--- config.mk ---
export PLATFORM = sky130hd
export DESIGN_NAME = pad_mux_ctrl
export DESIGN_NICKNAME = d
export VERILOG_FILES = /design/src/rtl/pad_mux_ctrl.sv
export SDC_FILE = /design/constraint.sdc
export NUM_CORES = 1
export LEC_CHECK = 0
export ABC_AREA = 0
export BUFFER_PORTS_ARGS = -buffer_cell sky130_fd_sc_hd__buf_2
export CAP_MARGIN = 20
export CORE_ASPECT_RATIO = 0.6
export CORE_MARGIN = 2
export CORE_UTILIZATION = 50
export CTS_CLUSTER_DIAMETER = 120
export DETAILED_ROUTE_END_ITERATION = 10
export PLACE_DENSITY = 0.84
export SLEW_MARGIN = 10
export SYNTH_ARGS = -nofsm -noshare
export SYNTH_HDL_FRONTEND = slang
export SYNTH_SLANG_ARGS = --single-unit
--- constraint.sdc ---
create_clock -name clk -period 5.5 [get_ports clk]
set_input_delay 0.55 -clock clk [delete_from_list [all_inputs] [get_ports clk]]
set_output_delay 0.55 -clock clk [all_outputs]
set_load 0.05 [all_outputs]
--- src/rtl/pad_mux_ctrl.sv ---
// Runtime pad function multiplexer: per-pad select registers with glitch-free
// switching (release pads, hold for a guard interval, then switch) and synchronised pad inputs.
module pad_mux_ctrl #(
    parameter int NPINS        = 14,
    parameter int NFUNC        = 4,
    parameter int SELW         = 2,
    parameter int GUARD_CYCLES = 8,
    parameter int RESET_SEL    = 0
) (
    input  logic                     clk,
    input  logic                     rst_n,
    input  logic                     cfg_valid,
    input  logic [NPINS*SELW-1:0]    cfg_sel,
    output logic                     cfg_ready,
    output logic                     busy,
    output logic [NPINS*SELW-1:0]    cur_sel,
    input  logic [NPINS*NFUNC-1:0]   fn_o,
    input  logic [NPINS*NFUNC-1:0]   fn_oe,
    output logic [NPINS*NFUNC-1:0]   fn_i,
    output logic [NPINS-1:0]         pad_o,
    output logic [NPINS-1:0]         pad_oe,
    input  logic [NPINS-1:0]         pad_i
);

    localparam int CNTW = $clog2(GUARD_CYCLES + 1);
    localparam logic [SELW-1:0] RST_SEL = SELW'(RESET_SEL);

    typedef enum logic [1:0] {
        IDLE,
        QUIESCE,
        GUARD,
        APPLY
    } state_t;

    state_t                  state;
    logic [NPINS*SELW-1:0]   pend_sel;
    logic [NPINS-1:0]        qm;
    logic [NPINS-1:0]        chg;
    logic [NPINS-1:0]        sync_meta;
    logic [NPINS-1:0]        sync_q;
    logic [CNTW-1:0]         cnt;

    assign cfg_ready = (state == IDLE);
    assign busy      = (state != IDLE);

    always_comb begin
        chg = '0;
        for (int p = 0; p < NPINS; p++) begin
            chg[p] = (cfg_sel[p*SELW +: SELW] != cur_sel[p*SELW +: SELW]);
        end
    end

    // A request that changes nothing is consumed in IDLE without starting a sequence.
    always_ff @(posedge clk or negedge rst_n) begin
        if (!rst_n) begin
            state    <= IDLE;
            cur_sel  <= {NPINS{RST_SEL}};
            pend_sel <= '0;
            qm       <= '0;
            cnt      <= '0;
        end else begin
            case (state)
                IDLE: begin
                    if (cfg_valid) begin
                        pend_sel <= cfg_sel;
                        if (|chg) begin
                            qm    <= chg;
                            state <= QUIESCE;
                        end
                    end
                end
                QUIESCE: begin
                    cnt   <= CNTW'(GUARD_CYCLES - 1);
                    state <= GUARD;
                end
                GUARD: begin
                    if (cnt == '0) begin
                        state <= APPLY;
                    end else begin
                        cnt <= cnt - CNTW'(1);
                    end
                end
                APPLY: begin
                    cur_sel <= pend_sel;
                    qm      <= '0;
                    state   <= IDLE;
                end
                default: state <= IDLE;
            endcase
        end
    end

    always_ff @(posedge clk or negedge rst_n) begin
        if (!rst_n) begin
            sync_meta <= '0;
            sync_q    <= '0;
        end else begin
            sync_meta <= pad_i;
            sync_q    <= sync_meta;
        end
    end

    // Select values beyond the last function park the pad: driven off and inputs masked.
    always_comb begin
        logic [SELW-1:0] s;
        s      = '0;
        pad_o  = '0;
        pad_oe = '0;
        fn_i   = '0;
        for (int p = 0; p < NPINS; p++) begin
            s = cur_sel[p*SELW +: SELW];
            if (int'(s) < NFUNC) begin
                pad_o[p]  = fn_o[p*NFUNC + int'(s)];
                pad_oe[p] = fn_oe[p*NFUNC + int'(s)] & ~qm[p];
                if (!qm[p]) begin
                    fn_i[p*NFUNC + int'(s)] = sync_q[p];
                end
            end
        end
    end

endmodule

==> run metrics, run 1 <==
CP startpoint state[1]; Max Cap Violations 0; most repeated cell in the gate-level netlist after synthesis sky130_fd_sc_hd__dfrtp_1; Routed WL per cell 17.37 um; run status complete, no violations; synth unique cells 35; post-detailed-route DRC marker count 0; count of hold buffers inserted by post-cts repair 0; Initial Util 51.72%; number of synthesized register bits 104; Leak 0.003574 uW; final hold violations 0; worst slew margin relative to its limit 32.37%; Pre-Repair DR Iteration Count 4; half-perimeter wire length after placement 10830 um; CTS tree yes; maximum number of buffers from clock root to sink 2; worst voltage drop across the vdd grid 0.0004005 V; input/output buffers 270; worst clock skew on the final layout 0.007801 ns; Final setup viols 0; Resized cells post-CTS 0; total die area 11920 um2; final worst hold slack 0.2410 ns; die boundary height 85.37 um; io pins 271; Setup Buffers After CTS 0; clk slew on worst S/H paths 0.07 ns; number of antenna diodes 0; final routed wirelength across all metal layers 14070 um; via count of the first global-routing pass 4296; H-Tree Depth 3; clock sinks 104; final critical delay including setup and external delays 2.539 ns; Post-Route Setup TNS 0 ns; Die Wd 139.6 um; remaining global-route overflow 0; actual transition at the worst max-transition pin 1.014 ns; site row count 29; total clock buffers created by CTS 9; flop2flop setup slack 2.96 ns; syn avg cell area 13.20 um2; proportion of register bits with asynchronous set or reset after synthesis 100.0%; type of origin of the critical path register; worst setup path category reg -> reg; required time worst endpoint 5.72 ns; Avg Vias per Cell 5.353; Routed Antenna Nets 0; power density of the placed cells 681.3 nW/um2; hold crit path type in -> async; initial antenna violation count 0; CTS root buf sky130_fd_sc_hd__clkbuf_16; reg-to-reg critical path startpoint state[1]; area of the mapped netlist 5518 um2; critical path endpoint category register; yosys warns 0; area growth from synthesis to layout 30.68%; Net Count, Synth 580; ys flop type sky130_fd_sc_hd__dfrtp_1; via count of the routed design 4336; unrepaired setup endpoints after global routing false; most instantiated cells after synthesis sky130_fd_sc_hd__dfrtp_1 (104), sky130_fd_sc_hd__mux2_2 (53), sky130_fd_sc_hd__mux4_2 (28); area inside the core boundary 10670 um2; cell count after synthesis 418; library cell with the largest summed area after synthesis sky130_fd_sc_hd__dfrtp_1; layout net count 828; count of routing violations after the opening detailed-route iteration 180; largest net degree at the start of global routing 54; Total Routing Usage GR 22.98%; share of final-layout standard cells stronger than drive strength 1 57.97%; number of enable-type register cells in the synthesized netlist 0; sequential fraction of the synthesis area 47.17%; share of the core filled with cells 67.59%; first-pass GRT wire length 21480 um; clock latency reported for the late side of the worst-skew pair 0.34 ns; largest fanout on the critical path 43; Synth area leaders sky130_fd_sc_hd__dfrtp_1 (47%), sky130_fd_sc_hd__mux4_2 (11%), sky130_fd_sc_hd__mux2_2 (11%); final cycle utilization of the critical path 46.16%; R2R depth 5; pins over their slew limit 0; placer's final routability congestion estimate 0.7770; endpoint of the worst-slack reg-to-reg timing path qm[4]; area share of the leading cell type in the synthesized netlist 47.17%; WP data arrival 2.76 ns; achievable frequency 0.3939 GHz
-- logic make-up after synthesis --
family	synth area share (%)
mux	26.60
buf+inv	3.583
simple gates	13.47
xor+xnor	5.533
compound gates	2.517
fa+ha+maj	1.134
flops	47.17
-- metrics by stage --
| step | std cells | instance area, um2 | worst slack (ns) | power (uW) |
|---|---|---|---|---|
| 6_report | 810 | 7211 | 2.961 | 4912 |
| 5_1_grt | 810 | 7211 | 2.772 | 5152 |
| 4_1_cts | 809 | 7199 | 2.595 | 4926 |
| 3_5_place_dp | 793 | 6884 | 2.607 | 4235 |
| 3_3_place_gp | 793 | 6884 | 2.686 | 4125 |
| 2_1_floorplan | 418 | 5518 | 2.420 | 3672 |
-- final cells by class --
| cell class | count | area [um2] |
|---|---|---|
| Clock buffer | 13 | 250.2 |
| Clock inverter | 3 | 65.06 |
| Fill cell | 813 | 3457 |
| Inverter | 5 | 18.77 |
| Multi-Input combinational cell | 273 | 2720 |
| Sequential cell | 104 | 2603 |
| Tap cell | 139 | 173.9 |
| Timing Repair Buffer | 273 | 1380 |
-- flip-flops by register name, indices dropped and copies added, names as in the netlist --
signal / count
pend_sel: 28
state: 2
sync_q: 14
sync_meta: 14
cur_sel: 28
qm: 14
cnt: 4
-- worst max path at each step --
stage                to  slack [ns]
2_1_floorplan  fn_i[21]        2.42
3_3_place_gp      qm[4]        2.69
3_5_place_dp      qm[4]        2.61
4_1_cts           qm[3]        2.60
5_1_grt           qm[5]        2.77
6_report          qm[4]        2.96
-- layout by cell type, fill, tap and decap left out, types with 2 or more instances in the layout --
cell	Yosys	routed
sky130_fd_sc_hd__buf_2	17	269
sky130_fd_sc_hd__mux2_1	8	8
sky130_fd_sc_hd__mux2_4	10	10
sky130_fd_sc_hd__xnor2_2	8	8
sky130_fd_sc_hd__clkbuf_1	15	3
sky130_fd_sc_hd__and4b_1	3	3
sky130_fd_sc_hd__and3b_1	11	11
sky130_fd_sc_hd__xnor2_1	20	20
sky130_fd_sc_hd__ha_1	5	4
sky130_fd_sc_hd__mux2_2	53	53
sky130_fd_sc_hd__mux4_2	28	28
sky130_fd_sc_hd__bufinv_16	0	2
sky130_fd_sc_hd__dfrtp_1	104	104
sky130_fd_sc_hd__o21ai_0	4	4
sky130_fd_sc_hd__nor3b_1	11	11
sky130_fd_sc_hd__nor4b_1	3	3
sky130_fd_sc_hd__nor4_2	2	2
sky130_fd_sc_hd__nand4_1	6	6
sky130_fd_sc_hd__nor2_1	14	14
sky130_fd_sc_hd__nand2_1	16	16
sky130_fd_sc_hd__nor4bb_1	6	6
sky130_fd_sc_hd__buf_4	2	3
sky130_fd_sc_hd__nand2b_1	4	4
sky130_fd_sc_hd__a21oi_1	16	16
sky130_fd_sc_hd__and3_1	11	11
sky130_fd_sc_hd__inv_1	5	5
sky130_fd_sc_hd__clkbuf_16	0	9
sky130_fd_sc_hd__nor2b_1	26	26
-- worst max-delay path: stages (launching register included) --
cell	delay (ns)
sky130_fd_sc_hd__dfrtp_1	0.41
sky130_fd_sc_hd__ha_2	0.89
sky130_fd_sc_hd__o21ai_0	0.22
sky130_fd_sc_hd__a21oi_2	0.31
sky130_fd_sc_hd__buf_6	0.25
sky130_fd_sc_hd__mux2_1	0.34
-- routing by layer --
metal  global-route usage (%)  vias up  part of all wire [%]
met3                    5.813       17                   6.4
met5                        0        -                     0
met4                    5.545        0                   1.2
met1                    29.08     2163                    41
met2                    40.37      156                    51
li1                         -     2000                     -
-- where the power goes --
group          leakage, uW  total [uW]  switching (uW)  internal (uW)
clock             0.000154         676             265            411
combinational      0.00220        2730            1680           1050
sequential         0.00122        1510             440           1070
No activity file was read; power rests on OpenSTA's default activity.
==> run 2, diff against run 1 <==
--- a/config.mk
+++ b/config.mk
@@ -10,10 +10,10 @@
 export CAP_MARGIN = 20
 export CORE_ASPECT_RATIO = 0.6
 export CORE_MARGIN = 2
-export CORE_UTILIZATION = 50
+export CORE_UTILIZATION = 47
 export CTS_CLUSTER_DIAMETER = 120
 export DETAILED_ROUTE_END_ITERATION = 10
-export PLACE_DENSITY = 0.84
+export PLACE_DENSITY = 0.8
 export SLEW_MARGIN = 10
 export SYNTH_ARGS = -nofsm -noshare
 export SYNTH_HDL_FRONTEND = slang
==> constraint.sdc (replaced) <==
create_clock -name clk -period 2.4 [get_ports clk]
set_input_delay 0.24 -clock clk [delete_from_list [all_inputs] [get_ports clk]]
set_output_delay 0.24 -clock clk [all_outputs]
set_load 0.05 [all_outputs]
==> run 2 against run 1 <==
Net effect: global-route usage down 0.53 points; power up 130%; utilization down 1.3 points; critical path type unchanged; largest cell class unchanged.
==> run metrics, run 2 (synthesis results as in run 1) <==
R2R depth 6 (was 5); via count of the routed design 4346 (was 4336); Largest regs cur_sel x28, pend_sel x28 (unchanged); count of routing violations after the opening detailed-route iteration 177 (was 180); CTS tree yes (unchanged); clock sinks 104 (unchanged); Pre-Repair DR Iteration Count 4 (unchanged); placer's final routability congestion estimate 0.7853 (was 0.7770); worst voltage drop across the vdd grid 0.0008073 V (was 0.0004005 V); WP data arrival 2.39 ns (was 2.76 ns); half-perimeter wire length after placement 10920 um (was 10830 um); largest fanout on the critical path 14 (was 43); Setup Buffers After CTS 0 (unchanged); unrepaired setup endpoints after global routing false (unchanged); die boundary height 87.93 um (was 85.37 um); largest net degree at the start of global routing 51 (was 54); min setup slack post-route 0.2265 ns (was 2.961 ns); share of the core filled with cells 66.31% (was 67.59%); worst setup path category reg -> reg (unchanged); CP peak stage delay 0.58 ns (was 0.89 ns); Max Cap Violations 0 (unchanged); critical path endpoint category register (unchanged); required time worst endpoint 2.61 ns (was 5.72 ns); area inside the core boundary 11370 um2 (was 10670 um2); initial antenna violation count 1 (was 0); Routed WL per cell 16.46 um (was 17.37 um); Total Routing Usage GR 22.45% (was 22.98%); overall power of the completed layout 11330 uW (was 4912 uW); final critical delay including setup and external delays 2.173 ns (was 2.539 ns); site row count 30 (was 29); Final setup viols 0 (unchanged); io pins 271 (unchanged); CP max stage cell sky130_fd_sc_hd__a21oi_4 (was sky130_fd_sc_hd__ha_2); CTS root buf sky130_fd_sc_hd__clkbuf_16 (unchanged); final routed wirelength across all metal layers 14120 um (was 14070 um); endpoint of the worst-slack reg-to-reg timing path qm[2] (was qm[4]); number of antenna diodes 0 (unchanged); first-pass GRT wire length 21850 um (was 21480 um); post-detailed-route DRC marker count 0 (unchanged); Initial Util 48.51% (was 51.72%); achievable frequency 0.4601 GHz (was 0.3939 GHz); Die Wd 143.9 um (was 139.6 um); share of final-layout standard cells stronger than drive strength 1 58.88% (was 57.97%); clk slew on worst S/H paths 0.07 ns (about the same); Filler Cells Inserted 881 (was 813); Routed Antenna Nets 0 (unchanged); area growth from synthesis to layout 36.69% (was 30.68%); most frequent cells in the layout sky130_fd_sc_hd__buf_2 (269), sky130_fd_sc_hd__dfrtp_1 (104), sky130_fd_sc_hd__mux2_2 (53) (unchanged); remaining global-route overflow 0 (unchanged); hold crit path type in -> reg (was in -> async); flop2flop setup slack 0.23 ns (was 2.96 ns); maximum number of buffers from clock root to sink 2 (unchanged); worst setup path end qm[2] (was qm[4]); total die area 12650 um2 (was 11920 um2); cells along the critical path inv_1, ha_1, nand2b_1, o21ai_0, a21oi_4, mux2_1 (was ha_2, o21ai_0, a21oi_2, buf_6, mux2_1); Avg Vias per Cell 5.065 (was 5.353); via count of the first global-routing pass 4384 (was 4296); run status complete, no violations (unchanged); layout net count 855 (was 828); final hold violations 0 (unchanged); worst slew margin relative to its limit 54.38% (was 32.37%); leading cell type in the layout, fill and taps excluded sky130_fd_sc_hd__buf_2 (unchanged); pins over their slew limit 0 (unchanged); H-Tree Depth 3 (unchanged); reg-to-reg critical path startpoint state[0] (was state[1]); clock latency reported for the late side of the worst-skew pair 0.34 ns (about the same); actual transition at the worst max-transition pin 0.6828 ns (was 1.014 ns); type of origin of the critical path register (unchanged); Leak 0.003707 uW (was 0.003574 uW); input/output buffers 270 (unchanged); worst clock skew on the final layout 0.009851 ns (was 0.007801 ns); total clock buffers created by CTS 9 (unchanged); power density of the placed cells 1502 nW/um2 (was 681.3 nW/um2); Post-Place Worst Slack -0.04775 ns (was 2.607 ns); CP startpoint state[0] (was state[1]); final cycle utilization of the critical path 90.56% (was 46.16%)
run 2: cell types whose count changed in the layout (fill, tap and decap cells not counted), moves of 6 or more:
cell / delta
sky130_fd_sc_hd__nor4bb_2: +6
sky130_fd_sc_hd__nor4bb_1: -6
sky130_fd_sc_hd__buf_4: +12
sky130_fd_sc_hd__dlygate4sd3_1: +15
run 2: through the flow:
step	TNS [ns]	cells	cell area [um2]	hold slack [ns]
floorplan	-0.3400	418	5568	-0.05559
global placement	0	827	7078	0.2366
detailed placement	-0.4081	827	7078	0.2413
CTS	0	858	7542	0.1437
global route	0	858	7542	0.1497
finish	0	858	7542	0.1583
run 2: power breakdown:
part	leakage, uW	switching [uW]	internal, uW
Combinational	0.00235	4030	2540
Sequential	0.00122	822	2450
Clock	0.000143	644	845
run 2: how the worst min path moves through the flow:
stage,from,to,slack (ns),cells past startpoint
2_1_floorplan,rst_n,cnt[0],-0.06,0
3_3_place_gp,rst_n,sync_q[1],0.24,1
3_5_place_dp,rst_n,sync_q[1],0.24,1
4_1_cts,cfg_sel[27],pend_sel[27],0.14,2
5_1_grt,cfg_sel[23],pend_sel[23],0.15,2
6_report,cfg_sel[9],pend_sel[9],0.16,2
run 2: worst max-delay path: cells and delay by family, from the launching register on:
family,cells,cell delay (ns)
AOI/OAI and AO/OA,2,0.74
muxes,1,0.39
DFF,1,0.41
adders and majority gates,1,0.29
and+or+nand+nor,1,0.14
buffers and inverters,1,0.08
run 2: timing repair:
item	CTS	global route
gates resized for setup	1	0
hold buffers	15	0
endpoints found under the hold margin	50	0
pin swaps	0	1
endpoints found under the setup margin	14	14
run 2: routing by layer:
layer	GRT usage, %	part of all wire, %	routed length (um)
met1	28.98	42	5905
met2	38.40	51	7156
met5	0	0	0
met3	6.342	6.6	932
met4	4.902	0.89	126
run 2: layout make-up:
cell class	instances	area, um2	share of cell area (%)
flip-flops and latches	104	2603	34.51
clock inverters	5	62.56	0.8295
inverters	5	18.77	0.2488
multi-input cells	273	2786	36.94
repair buffers	300	1629	21.60
clock buffers	11	242.7	3.218
well taps	160	200.2	2.654
